### src/rtl/mem_arbiter_if.sv
// Avalon-MM bundle for the two-master arbiter: instruction port, data port,
// shared cache port and the grant status.
interface mem_arbiter_if;
  logic [31:0] i_address;
  logic        i_read;
  logic        i_waitrequest;
  logic [31:0] i_readdata;

  logic [31:0] d_address;
  logic        d_read;
  logic        d_write;
  logic [31:0] d_writedata;
  logic [3:0]  d_byteenable;
  logic        d_waitrequest;
  logic [31:0] d_readdata;

  logic [31:0] m_address;
  logic        m_read;
  logic        m_write;
  logic [31:0] m_writedata;
  logic [3:0]  m_byteenable;
  logic        m_waitrequest;
  logic [31:0] m_readdata;

  logic [1:0]  grant;

  // Arbiter side: slave to both CPU ports, master toward the cache.
  modport slave (
    input  i_address, i_read,
    output i_waitrequest, i_readdata,
    input  d_address, d_read, d_write, d_writedata, d_byteenable,
    output d_waitrequest, d_readdata,
    output m_address, m_read, m_write, m_writedata, m_byteenable,
    input  m_waitrequest, m_readdata,
    output grant
  );

  // Environment side: CPU ports and cache model.
  modport master (
    output i_address, i_read,
    input  i_waitrequest, i_readdata,
    output d_address, d_read, d_write, d_writedata, d_byteenable,
    input  d_waitrequest, d_readdata,
    input  m_address, m_read, m_write, m_writedata, m_byteenable,
    output m_waitrequest, m_readdata,
    input  grant
  );
endinterface

### src/rtl/mem_arbiter.sv
// Two-master Avalon-MM arbiter sharing one cache bus between the instruction
// and data ports; one whole transaction granted at a time.
module mem_arbiter #(
  parameter bit DATA_PRIORITY = 1'b0
) (
  input  logic clk,
  input  logic reset,
  mem_arbiter_if.slave bus
);

  typedef enum logic [1:0] {
    IDLE  = 2'd0,
    OWN_I = 2'd1,
    OWN_D = 2'd2
  } state_t;

  state_t r_state;
  state_t w_state_nxt;
  logic   r_last_d;
  logic   w_last_d_nxt;
  logic   w_req_i;
  logic   w_req_d;

  assign w_req_i = bus.i_read;
  assign w_req_d = bus.d_read | bus.d_write;

  always_ff @(posedge clk or negedge reset) begin
    if (!reset) begin
      r_state  <= IDLE;
      r_last_d <= 1'b1;
    end else begin
      r_state  <= w_state_nxt;
      r_last_d <= w_last_d_nxt;
    end
  end

  // Ownership ends on completion or when the owner abandons its request.
  always_comb begin
    w_state_nxt  = r_state;
    w_last_d_nxt = r_last_d;
    unique case (r_state)
      IDLE: begin
        if (w_req_i && w_req_d)
          w_state_nxt = (DATA_PRIORITY || !r_last_d) ? OWN_D : OWN_I;
        else if (w_req_i)
          w_state_nxt = OWN_I;
        else if (w_req_d)
          w_state_nxt = OWN_D;
      end
      OWN_I: begin
        if (!w_req_i || !bus.m_waitrequest) begin
          w_state_nxt  = IDLE;
          w_last_d_nxt = 1'b0;
        end
      end
      OWN_D: begin
        if (!w_req_d || !bus.m_waitrequest) begin
          w_state_nxt  = IDLE;
          w_last_d_nxt = 1'b1;
        end
      end
      default: w_state_nxt = IDLE;
    endcase
  end

  always_comb begin
    bus.m_address     = '0;
    bus.m_read        = 1'b0;
    bus.m_write       = 1'b0;
    bus.m_writedata   = '0;
    bus.m_byteenable  = '0;
    bus.grant         = 2'b00;
    bus.i_waitrequest = 1'b1;
    bus.i_readdata    = '0;
    bus.d_waitrequest = 1'b1;
    bus.d_readdata    = '0;
    unique case (r_state)
      OWN_I: begin
        bus.grant        = 2'b01;
        bus.m_address    = bus.i_address;
        bus.m_read       = bus.i_read;
        bus.m_byteenable = '1;
        if (bus.i_read && !bus.m_waitrequest) begin
          bus.i_waitrequest = 1'b0;
          bus.i_readdata    = bus.m_readdata;
        end
      end
      OWN_D: begin
        // Simultaneous read and write is illegal; the write is forwarded.
        bus.grant        = 2'b10;
        bus.m_address    = bus.d_address;
        bus.m_read       = bus.d_read & ~bus.d_write;
        bus.m_write      = bus.d_write;
        bus.m_writedata  = bus.d_writedata;
        bus.m_byteenable = bus.d_byteenable;
        if (w_req_d && !bus.m_waitrequest) begin
          bus.d_waitrequest = 1'b0;
          bus.d_readdata    = bus.m_readdata;
        end
      end
      default: ;
    endcase
  end

endmodule

### src/flat_wrapper.sv
// flat-port wrapper written by rule: the top's interface ports become plain ports
module mem_arbiter_flat 
#(
  parameter bit DATA_PRIORITY = 1'b0
)
  (clk, reset, bus_i_address, bus_i_read, bus_i_waitrequest, bus_i_readdata, bus_d_address, bus_d_read, bus_d_write, bus_d_writedata, bus_d_byteenable, bus_d_waitrequest, bus_d_readdata, bus_m_address, bus_m_read, bus_m_write, bus_m_writedata, bus_m_byteenable, bus_m_waitrequest, bus_m_readdata, bus_grant);
  mem_arbiter_if bus_i ();
  input  logic clk;
  input  logic reset;
  input wire logic [$bits(bus_i.i_address)-1:0] bus_i_address;
  input wire logic [$bits(bus_i.i_read)-1:0] bus_i_read;
  output wire logic [$bits(bus_i.i_waitrequest)-1:0] bus_i_waitrequest;
  output wire logic [$bits(bus_i.i_readdata)-1:0] bus_i_readdata;
  input wire logic [$bits(bus_i.d_address)-1:0] bus_d_address;
  input wire logic [$bits(bus_i.d_read)-1:0] bus_d_read;
  input wire logic [$bits(bus_i.d_write)-1:0] bus_d_write;
  input wire logic [$bits(bus_i.d_writedata)-1:0] bus_d_writedata;
  input wire logic [$bits(bus_i.d_byteenable)-1:0] bus_d_byteenable;
  output wire logic [$bits(bus_i.d_waitrequest)-1:0] bus_d_waitrequest;
  output wire logic [$bits(bus_i.d_readdata)-1:0] bus_d_readdata;
  output wire logic [$bits(bus_i.m_address)-1:0] bus_m_address;
  output wire logic [$bits(bus_i.m_read)-1:0] bus_m_read;
  output wire logic [$bits(bus_i.m_write)-1:0] bus_m_write;
  output wire logic [$bits(bus_i.m_writedata)-1:0] bus_m_writedata;
  output wire logic [$bits(bus_i.m_byteenable)-1:0] bus_m_byteenable;
  input wire logic [$bits(bus_i.m_waitrequest)-1:0] bus_m_waitrequest;
  input wire logic [$bits(bus_i.m_readdata)-1:0] bus_m_readdata;
  output wire logic [$bits(bus_i.grant)-1:0] bus_grant;
  assign bus_i.i_address = bus_i_address;
  assign bus_i.i_read = bus_i_read;
  assign bus_i_waitrequest = bus_i.i_waitrequest;
  assign bus_i_readdata = bus_i.i_readdata;
  assign bus_i.d_address = bus_d_address;
  assign bus_i.d_read = bus_d_read;
  assign bus_i.d_write = bus_d_write;
  assign bus_i.d_writedata = bus_d_writedata;
  assign bus_i.d_byteenable = bus_d_byteenable;
  assign bus_d_waitrequest = bus_i.d_waitrequest;
  assign bus_d_readdata = bus_i.d_readdata;
  assign bus_m_address = bus_i.m_address;
  assign bus_m_read = bus_i.m_read;
  assign bus_m_write = bus_i.m_write;
  assign bus_m_writedata = bus_i.m_writedata;
  assign bus_m_byteenable = bus_i.m_byteenable;
  assign bus_i.m_waitrequest = bus_m_waitrequest;
  assign bus_i.m_readdata = bus_m_readdata;
  assign bus_grant = bus_i.grant;
  mem_arbiter #(.DATA_PRIORITY(DATA_PRIORITY)) u_core (.clk(clk), .reset(reset), .bus(bus_i));
endmodule
### config.mk
export PLATFORM = sky130hd
export DESIGN_NAME = mem_arbiter_flat
export DESIGN_NICKNAME = d
export VERILOG_FILES = /design/src/rtl/mem_arbiter_if.sv /design/src/rtl/mem_arbiter.sv /design/src/flat_wrapper.sv
export SDC_FILE = /design/constraint.sdc
export NUM_CORES = 1
export LEC_CHECK = 0
export ABC_AREA = 1
export BUFFER_PORTS_ARGS = -buffer_cell sky130_fd_sc_hd__buf_2
export CAP_MARGIN = 5
export CORE_AREA = 2 2 107 109
export DETAILED_ROUTE_END_ITERATION = 10
export DIE_AREA = 0 0 109 111
export PLACE_DENSITY = 0.54
export SYNTH_ARGS = -nofsm -noshare
export SYNTH_HDL_FRONTEND = slang
export SYNTH_SLANG_ARGS = --single-unit
### constraint.sdc
create_clock -name clk -period 5.6 [get_ports clk]
set_clock_uncertainty 0.15 [all_clocks]
set_input_delay 1.12 -clock clk [delete_from_list [all_inputs] [get_ports clk]]
set_output_delay 1.12 -clock clk [all_outputs]
set_load 0.005 [all_outputs]
==> results of run 1 <==
==> where the power goes <==
part | leakage, nW | total [mW] | switching (mW) | internal [mW]
logic | 2.17 | 0.723 | 0.449 | 0.273
registers | 0.0362 | 0.0397 | 0.00642 | 0.0333
clock network | 0.0382 | 0.113 | 0.0190 | 0.0939
==> path summary, 6_finish.rpt <==
check / slack, ns / cells after the start / end
setup / recovery: 1.78 / 6 / bus_i_readdata[18]
hold / removal: 0.31 / 2 / u_core.r_last_d$_DFFE_PN1P_
setup reg to reg: 3.61 / 8 / u_core.r_state[0]$_DFFE_PN0P_
hold reg to reg: 0.31 / 2 / u_core.r_last_d$_DFFE_PN1P_
max in group asynchronous: 4.57 / 1 / u_core.r_last_d$_DFFE_PN1P_
min in group asynchronous: 0.53 / 1 / u_core.r_state[1]$_DFFE_PN0P_
==> through the flow <==
stage | hold slack (ns) | utilization | worst slack, ns
after floorplan | 0.292 | - | 2.58
after global placement | 0.309 | 0.273 | 1.81
after detailed placement | 0.318 | 0.273 | 1.78
after CTS | 0.321 | 0.280 | 1.78
after global routing | 0.342 | 0.280 | 1.65
final | 0.312 | 0.280 | 1.78
==> sequential cells by signal, summed over array words and instances, names as in the netlist <==
name	cells
u_core.r_last_d	1
u_core.r_state	2
==> cells in the final DEF, fill, tap and decap left out, drive strengths merged <==
cell and instances:
nand2 116, diode 1, dfrtp 2, ha 3
or2 1, buf 278, a21oi 39, clkbuf 4
nand4 1, nor2 68, nand3 7, dfstp 1
inv 74
==> cell families after synthesis <==
family,after synthesis
AO/OA/AOI/OAI,39
adder cells (fa/ha/maj),3
buffers and inverters,97
flip-flops,3
AND/OR/NAND/NOR,193
==> cell usage after synthesis, drive strengths merged <==
| master | n |
|---|---|
| ha | 3 |
| inv | 74 |
| dfrtp | 2 |
| dfstp | 1 |
| nand4 | 1 |
| nand2 | 116 |
| or2 | 1 |
| a21oi | 39 |
| nand3 | 7 |
| nor2 | 68 |
| buf | 17 |
| clkbuf | 6 |
==> worst register-to-register path, cell delays in order, from the launching register on <==
cell	delay (ns)
dfrtp_1	0.39
inv_1	0.09
ha_2	0.17
buf_4	0.54
nand2_1	0.20
nand3_1	0.14
a21oi_1	0.08
nand2_1	0.06
nand2_1	0.05
==> final cells by class <==
| cell class | count | share of cell area |
|---|---|---|
| diodes | 1 | 0.000805 |
| multi-input cells | 235 | 0.352 |
| inverters | 74 | 0.0894 |
| repair buffers | 278 | 0.450 |
| clock buffers | 4 | 0.0254 |
| flip-flops and latches | 3 | 0.0246 |
| well taps | 143 | 0.0576 |
==> layer usage <==
| layer | wire length [um] | up-vias | part of all wire | global-route usage |
|---|---|---|---|---|
| met2 | 3960 | 156 | 0.51 | 0.235 |
| met5 | 0 | - | 0 | 0 |
| met3 | 838 | 4 | 0.11 | 0.0306 |
| li1 | - | 1480 | - | - |
| met4 | 20 | 0 | 0.0026 | 0.0103 |
| met1 | 2900 | 1149 | 0.38 | 0.121 |
==> flow_summary.json, run 1 <==
{
  "run_status": "completed",
  "syn_area_um2": 1580,
  "crit_top_cell": "buf_2",
  "initial_core_util": 0.143,
  "nNetsFinal": 736,
  "core_um2": 11100,
  "vias": 2789,
  "final_cells": 738,
  "syn_to_final_growth_pct": 96.8,
  "multi_input_area_um2": 1090,
  "antenna_found_initial": 1,
  "cpPeakStageDelay_ns": 0.69,
  "dp.cells": 733,
  "drtIter0Drc": 77,
  "synth_area_leaders": "nand2_1 27%, inv_1 17%, a21oi_1 12%",
  "grt_pass1_wl_um": 11200,
  "slew_viol_final": 0,
  "max_slew_margin": 0.289,
  "ioPinCount": 276,
  "synthAdderAreaFrac": 0.0238,
  "netlist.area_leader.share": 0.273,
  "crit_arrival_ns": 2.55,
  "clock_sinks": 3,
  "synth_compound_area_frac": 0.124,
  "tightest_slew_ns": 1.06,
  "rsz0062_at_grt": "no",
  "min_period_over_period": 0.682,
  "syn_inst": 335,
  "clk_latency_ns": 0.22,
  "hp-class": "reg2reg",
  "holdBufCountCts": 0,
  "portBuffers": 275,
  "placed_area_um2": 3030,
  "synth_top_area_cell": "nand2_1",
  "clk_pin_slew_ns": 0.03,
  "r2r_start": "u_core.r_state[0]$_DFFE_PN0P_",
  "cts_max_level": 1,
  "setup-violations-final": 0,
  "startpoint": "bus_i_read",
  "viasPerCell": 3.78,
  "routedWlPerCell_um": 10.5,
  "cts_root_buf": "clkbuf_16",
  "period_needed_ns": 3.82,
  "power_density_nw_per_um2": 282,
  "die_w_um": 109,
  "final_cell_area_um2": 3110,
  "synth_xor_xnor_area_share": 0,
  "start_kind": "input pin",
  "syn_nets": 476,
  "drive_gt1_frac": 0.530,
  "p_leak_nw": 2.24,
  "cp_slowest_cell": "or2_2",
  "ys_seq_area_frac": 0.0483,
  "synth.mux.area_fraction": 0,
  "crit_family": "simple AND/OR/NAND/NOR gates",
  "hpwl_um": 6360,
  "clockBufferDepth": 2,
  "crit_path_end_kind": "output port",
  "critPathKind": "in2out",
  "path_buf_inv": 3,
  "cts_tree": "done",
  "regArea_um2": 76.3,
  "postCtsResizedCells": 0,
  "worstHoldStart": "u_core.r_last_d$_DFFE_PN1P_",
  "cts_buffers": 3,
  "routabilityCongestion": 0.760,
  "ys_warn_count": 0,
  "grt-ovfl-total": 0,
  "grt_max_degree": 75,
  "fmax_ghz": 0.262,
  "p_total_mw": 0.875,
  "synth_top_family_by_area": "simple AND/OR/NAND/NOR gates",
  "die-area_um2": 12100,
  "ir_worst_vdd_mv": 0.128,
  "ys_ff_latch": 3,
  "synth.distinct_cells": 19,
  "cp_cell_sequence": "buf_2, nand2_2, or2_2, buf_4, nor2_2, buf_2",
  "maxCapViolCount": 0,
  "cp_max_fo": 24,
  "final_antenna_net_count": 0,
  "rows": 39,
  "setup_tns_ns": 0,
  "num-fill-cells": 1266,
  "hold_viol": 0,
  "synth-simple-area-share": 0.544,
  "drc": 0,
  "gr-usage-all-layers": 0.117,
  "wl_um": 7720,
  "post_cts_buffers": 0,
  "firstDrtPassIters": 4,
  "die_h_um": 111,
  "grt_pass1_vias": 2474,
  "required_ns": 4.33,
  "synth_area_per_cell_um2": 4.71
}
Note: power is estimated with default switching activity, not from simulation.
==> run 2, diff against run 1 <==
- clock period: 5.6 -> 3.6 ns (I/O delays scaled with it)
==> run 2 against run 1 <==
  * Sequential share of layout area hardly changed
  * Via count is 0.47% lower
  * Non-clock buffer count stayed put
  * Final cell count is 0.14% lower
  * Critical path depth is 1 lower
  * Largest power group unchanged
  * Highest routed layer unchanged
==> flow_summary.json, run 2 (same netlist as run 1, synthesis figures left out) <==
{
  "clockPowerShare": 0.125,
  "initial_core_util": 0.143,
  "num-fill-cells": 1239,
  "power_frac_seq": 0.044,
  "portBuffers": 275,
  "routabilityCongestion": 0.730,
  "hpwl_um": 6460,
  "antenna_found_initial": 1,
  "drtIter0Drc": 92,
  "reg2reg_to": "u_core.r_state[0]$_DFFE_PN0P_",
  "wl_um": 7890,
  "routedWlPerCell_um": 10.7,
  "gr-usage-all-layers": 0.117,
  "hold_viol": 0,
  "ir_worst_vdd_mv": 0.262,
  "grt-ovfl-total": 0,
  "final_antenna_net_count": 0,
  "post_cts_buffers": 0,
  "biggestRegsByFlops": "u_core.r_state x2, u_core.r_last_d x1",
  "setup_tns_ns": 0,
  "final_core_util": 0.281,
  "max_slew_margin": 0.233,
  "rsz0062_at_grt": "no",
  "p_leak_nw": 2.25,
  "die_h_um": 111,
  "tightest_slew_ns": 1.15,
  "viasPerCell": 3.77,
  "holdBufCountCts": 0,
  "critPathKind": "in2out",
  "maxCapViolCount": 0,
  "die_w_um": 109,
  "pre_cts_ws_ns": 0.644,
  "run_status": "completed",
  "clk_latency_ns": 0.22,
  "largest_register_ffs": 2,
  "nNetsFinal": 736,
  "cts_buffers": 3,
  "p_sw_mw": 0.747,
  "core_um2": 11100,
  "cts_max_level": 1,
  "clk_pin_slew_ns": 0.03,
  "min_period_over_period": 0.822,
  "p_comb_frac": 0.830,
  "setup-violations-final": 0,
  "crit_arrival_ns": 2.09,
  "firstDrtPassIters": 4,
  "grt_max_degree": 75,
  "vias": 2776,
  "reg2reg_depth": 7,
  "mostFrequentLayoutCells": "275 x buf_2, 115 x nand2_1, 73 x inv_1",
  "hp-class": "in2async",
  "ioPinCount": 276,
  "diodes": 0,
  "required_ns": 2.73,
  "timing.reg2reg.setup_slack_ns": 1.87,
  "clockBufferDepth": 2,
  "cp_max_fo": 33,
  "drc": 0,
  "p_int_mw": 0.639,
  "cts_root_buf": "clkbuf_16",
  "switching_share": 0.539,
  "slew_viol_final": 0,
  "mostFrequentLayoutCell": "buf_2",
  "r2r_start": "u_core.r_state[1]$_DFFE_PN0P_",
  "grt_pass1_wl_um": 11300,
  "die-area_um2": 12100,
  "cts_tree": "done",
  "start_kind": "input pin",
  "setup_ws_ns": 0.641,
  "fmax_ghz": 0.338,
  "syn_to_final_growth_pct": 97.4,
  "clock_sinks": 3,
  "grt_pass1_vias": 2447,
  "period_needed_ns": 2.96,
  "postCtsResizedCells": 0,
  "crit_path_end_kind": "output port",
  "power_density_nw_per_um2": 445,
  "regMostFlops": "u_core.r_state",
  "rows": 39,
  "p_total_mw": 1.39,
  "drive_gt1_frac": 0.530
}
[run 2: power by group through the flow]
stage          clock, mW  sequential [mW]  combinational (mW)
2_1_floorplan          0           0.0593               0.661
3_3_place_gp           0           0.0618                1.19
3_5_place_dp           0           0.0619                1.18
4_1_cts            0.178           0.0615                1.18
5_1_grt            0.179           0.0643                1.31
6_report           0.174           0.0615                1.15
[run 2: layout make-up]
class / count / area, um2 / share of cell area
inverter: 74 / 278 / 0.0891
timing repair buffer: 278 / 1410 / 0.453
tap: 143 / 179 / 0.0574
clock buffer: 4 / 78.8 / 0.0253
sequential: 3 / 76.3 / 0.0245
multi-input combinational: 235 / 1090 / 0.351
[run 2: worst max-delay path by stage]
stage,startpoint,to,slack (ns),depth (start not counted)
global placement,bus_i_read,bus_i_waitrequest,0.66,4
global route,u_core.r_state[1]$_DFFE_PN0P_,bus_i_readdata[1],0.49,6
floorplan,u_core.r_state[1]$_DFFE_PN0P_,bus_i_readdata[22],1.34,8
finish,bus_i_read,bus_i_readdata[31],0.64,5
CTS,u_core.r_state[1]$_DFFE_PN0P_,bus_i_waitrequest,0.63,5
detailed placement,bus_i_read,bus_i_waitrequest,0.64,4
[run 2: critical path, stage by stage]
cell	delay, ns
buf_2	0.13
nand2_2	0.08
or2_2	0.87
nor2_1	0.09
buf_2	0.18
[run 2: per-layer routing]
layer  vias to the layer above  global-route usage  wire [um]
met5                         -                   0          0
met4                         0              0.0171         50
met3                         8              0.0212        742
met2                       154               0.241       4060
met1                      1135               0.120       3030
li1                       1479                   -          -
[run 2: stage by stage]
stage / instance area, um2 / instances / hold slack, ns
finish: 3120 / 737 / 0.143
global route: 3120 / 737 / 0.143
CTS: 3120 / 737 / 0.142
detailed placement: 3040 / 733 / 0.309
global placement: 3040 / 733 / 0.306
floorplan: 1580 / 335 / 0.274
==> run 3, diff against run 2 <==
- clock period: 3.6 -> 3 ns (I/O delays scaled with it)
==> run 3 against run 2 <==
  * Routed wire length is 0.85% higher
  * Register-to-register slack got worse by 0.58 ns
  * Largest power group unchanged
  * Combinational power is 25% higher
==> flow_summary.json, run 3 (same netlist as run 1, synthesis figures left out) <==
{
  "clk_pin_slew_ns": 0.03,
  "critPathKind": "reg2out",
  "routabilityCongestion": 0.771,
  "drc": 0,
  "grt-ovfl-total": 0,
  "ir_worst_vdd_mv": 0.306,
  "timing.reg2reg.setup_slack_ns": 1.29,
  "p_leak_nw": 2.27,
  "diodes": 0,
  "gr-usage-all-layers": 0.117,
  "core_um2": 11100,
  "setup_ws_ns": 0.163,
  "grt_pass1_wl_um": 11300,
  "syn_to_final_growth_pct": 99.8,
  "reg2reg_to": "u_core.r_state[1]$_DFFE_PN0P_",
  "die_h_um": 111,
  "power_density_nw_per_um2": 549,
  "vias": 2827,
  "mostFrequentLayoutCell": "buf_2",
  "start_kind": "flop",
  "grt_pass1_vias": 2316,
  "nNetsFinal": 741,
  "final_cells": 742,
  "max_slew_margin": 0.234,
  "hpwl_um": 6610,
  "cts_max_level": 1,
  "final_antenna_net_count": 0,
  "drive_gt1_frac": 0.534,
  "drtIter0Drc": 83,
  "die_w_um": 109,
  "crit_arrival_ns": 2.09,
  "hp-class": "in2async",
  "antenna_found_initial": 0,
  "pre_cts_ws_ns": 0.285,
  "rows": 39,
  "min_period_over_period": 0.946,
  "viasPerCell": 3.81,
  "period_needed_ns": 2.84,
  "holdBufCountCts": 0,
  "grt_max_degree": 39,
  "routedWlPerCell_um": 10.7,
  "crit_path_end_kind": "output port",
  "fin_hold_ws_ns": 0.0139,
  "tightest_slew_ns": 1.15,
  "r2r_start": "u_core.r_state[1]$_DFFE_PN0P_",
  "p_total_mw": 1.73,
  "required_ns": 2.25,
  "run_status": "completed",
  "reg2reg_depth": 7,
  "clk_latency_ns": 0.22,
  "postCtsResizedCells": 0,
  "dp.cells": 738,
  "firstDrtPassIters": 4,
  "num-fill-cells": 1272,
  "portBuffers": 275,
  "cp_max_fo": 33,
  "cts_buffers": 3,
  "maxCapViolCount": 0,
  "clock_sinks": 3,
  "clockBufferDepth": 2,
  "biggestRegsByFlops": "u_core.r_state x2, u_core.r_last_d x1",
  "setup_tns_ns": 0,
  "cts_root_buf": "clkbuf_16",
  "hold_viol": 0,
  "rsz0062_at_grt": "no",
  "setup-violations-final": 0,
  "regMostFlops": "u_core.r_state",
  "post_cts_buffers": 0,
  "die-area_um2": 12100,
  "mostFrequentLayoutCells": "275 x buf_2, 115 x nand2_1, 73 x inv_1",
  "wl_um": 7960,
  "initial_core_util": 0.143,
  "largest_register_ffs": 2,
  "ioPinCount": 276,
  "fmax_ghz": 0.352,
  "slew_viol_final": 0,
  "cts_tree": "done"
}
## run 3: stage by stage
step / util / cell area [um2]
after floorplan: - / 1580
after global placement: 0.278 / 3080
after detailed placement: 0.278 / 3080
after CTS: 0.285 / 3150
after global routing: 0.285 / 3150
final: 0.285 / 3150
## run 3: worst max-delay path: stages, from the launching register on
cell,delay (ns)
dfrtp_1,0.36
inv_1,0.07
ha_1,0.20
nand2_2,0.08
or2_2,0.88
nor2_1,0.09
buf_2,0.17
## run 3: report_power, final
part	total [mW]	switching (mW)	internal [mW]
Combinational	1.44	0.865	0.580
Clock	0.212	0.0370	0.175
Sequential	0.0743	0.0121	0.0622
Total	1.73	0.914	0.818
## run 3: metal layers
| layer | share of wire | track usage | wire (um) |
|---|---|---|---|
| met5 | 0 | 0 | 0 |
| met3 | 0.10 | 0.0218 | 827 |
| met1 | 0.38 | 0.126 | 2990 |
| met2 | 0.52 | 0.236 | 4140 |
| met4 | 0 | 0.0111 | 0 |
## run 3: worst max-delay path by stage
stage | startpoint | to | slack, ns | cells after the start
floorplan | u_core.r_state[1]$_DFFE_PN0P_ | bus_i_readdata[22] | 0.86 | 8
global placement | bus_i_read | bus_i_waitrequest | 0.30 | 4
detailed placement | bus_i_read | bus_i_waitrequest | 0.28 | 4
CTS | u_core.r_state[1]$_DFFE_PN0P_ | bus_i_waitrequest | 0.14 | 5
global route | u_core.r_state[1]$_DFFE_PN0P_ | bus_i_waitrequest | 0.004 | 5
finish | u_core.r_state[1]$_DFFE_PN0P_ | bus_i_readdata[31] | 0.16 | 6
## run 3: area by class of cell
type / count / area, um2 / share of cell area
clock buffer: 4 / 78.8 / 0.0250
inverter: 74 / 278 / 0.0881
multi-input combinational: 235 / 1090 / 0.347
sequential: 3 / 76.3 / 0.0242
tap: 143 / 179 / 0.0567
timing repair buffer: 283 / 1450 / 0.459
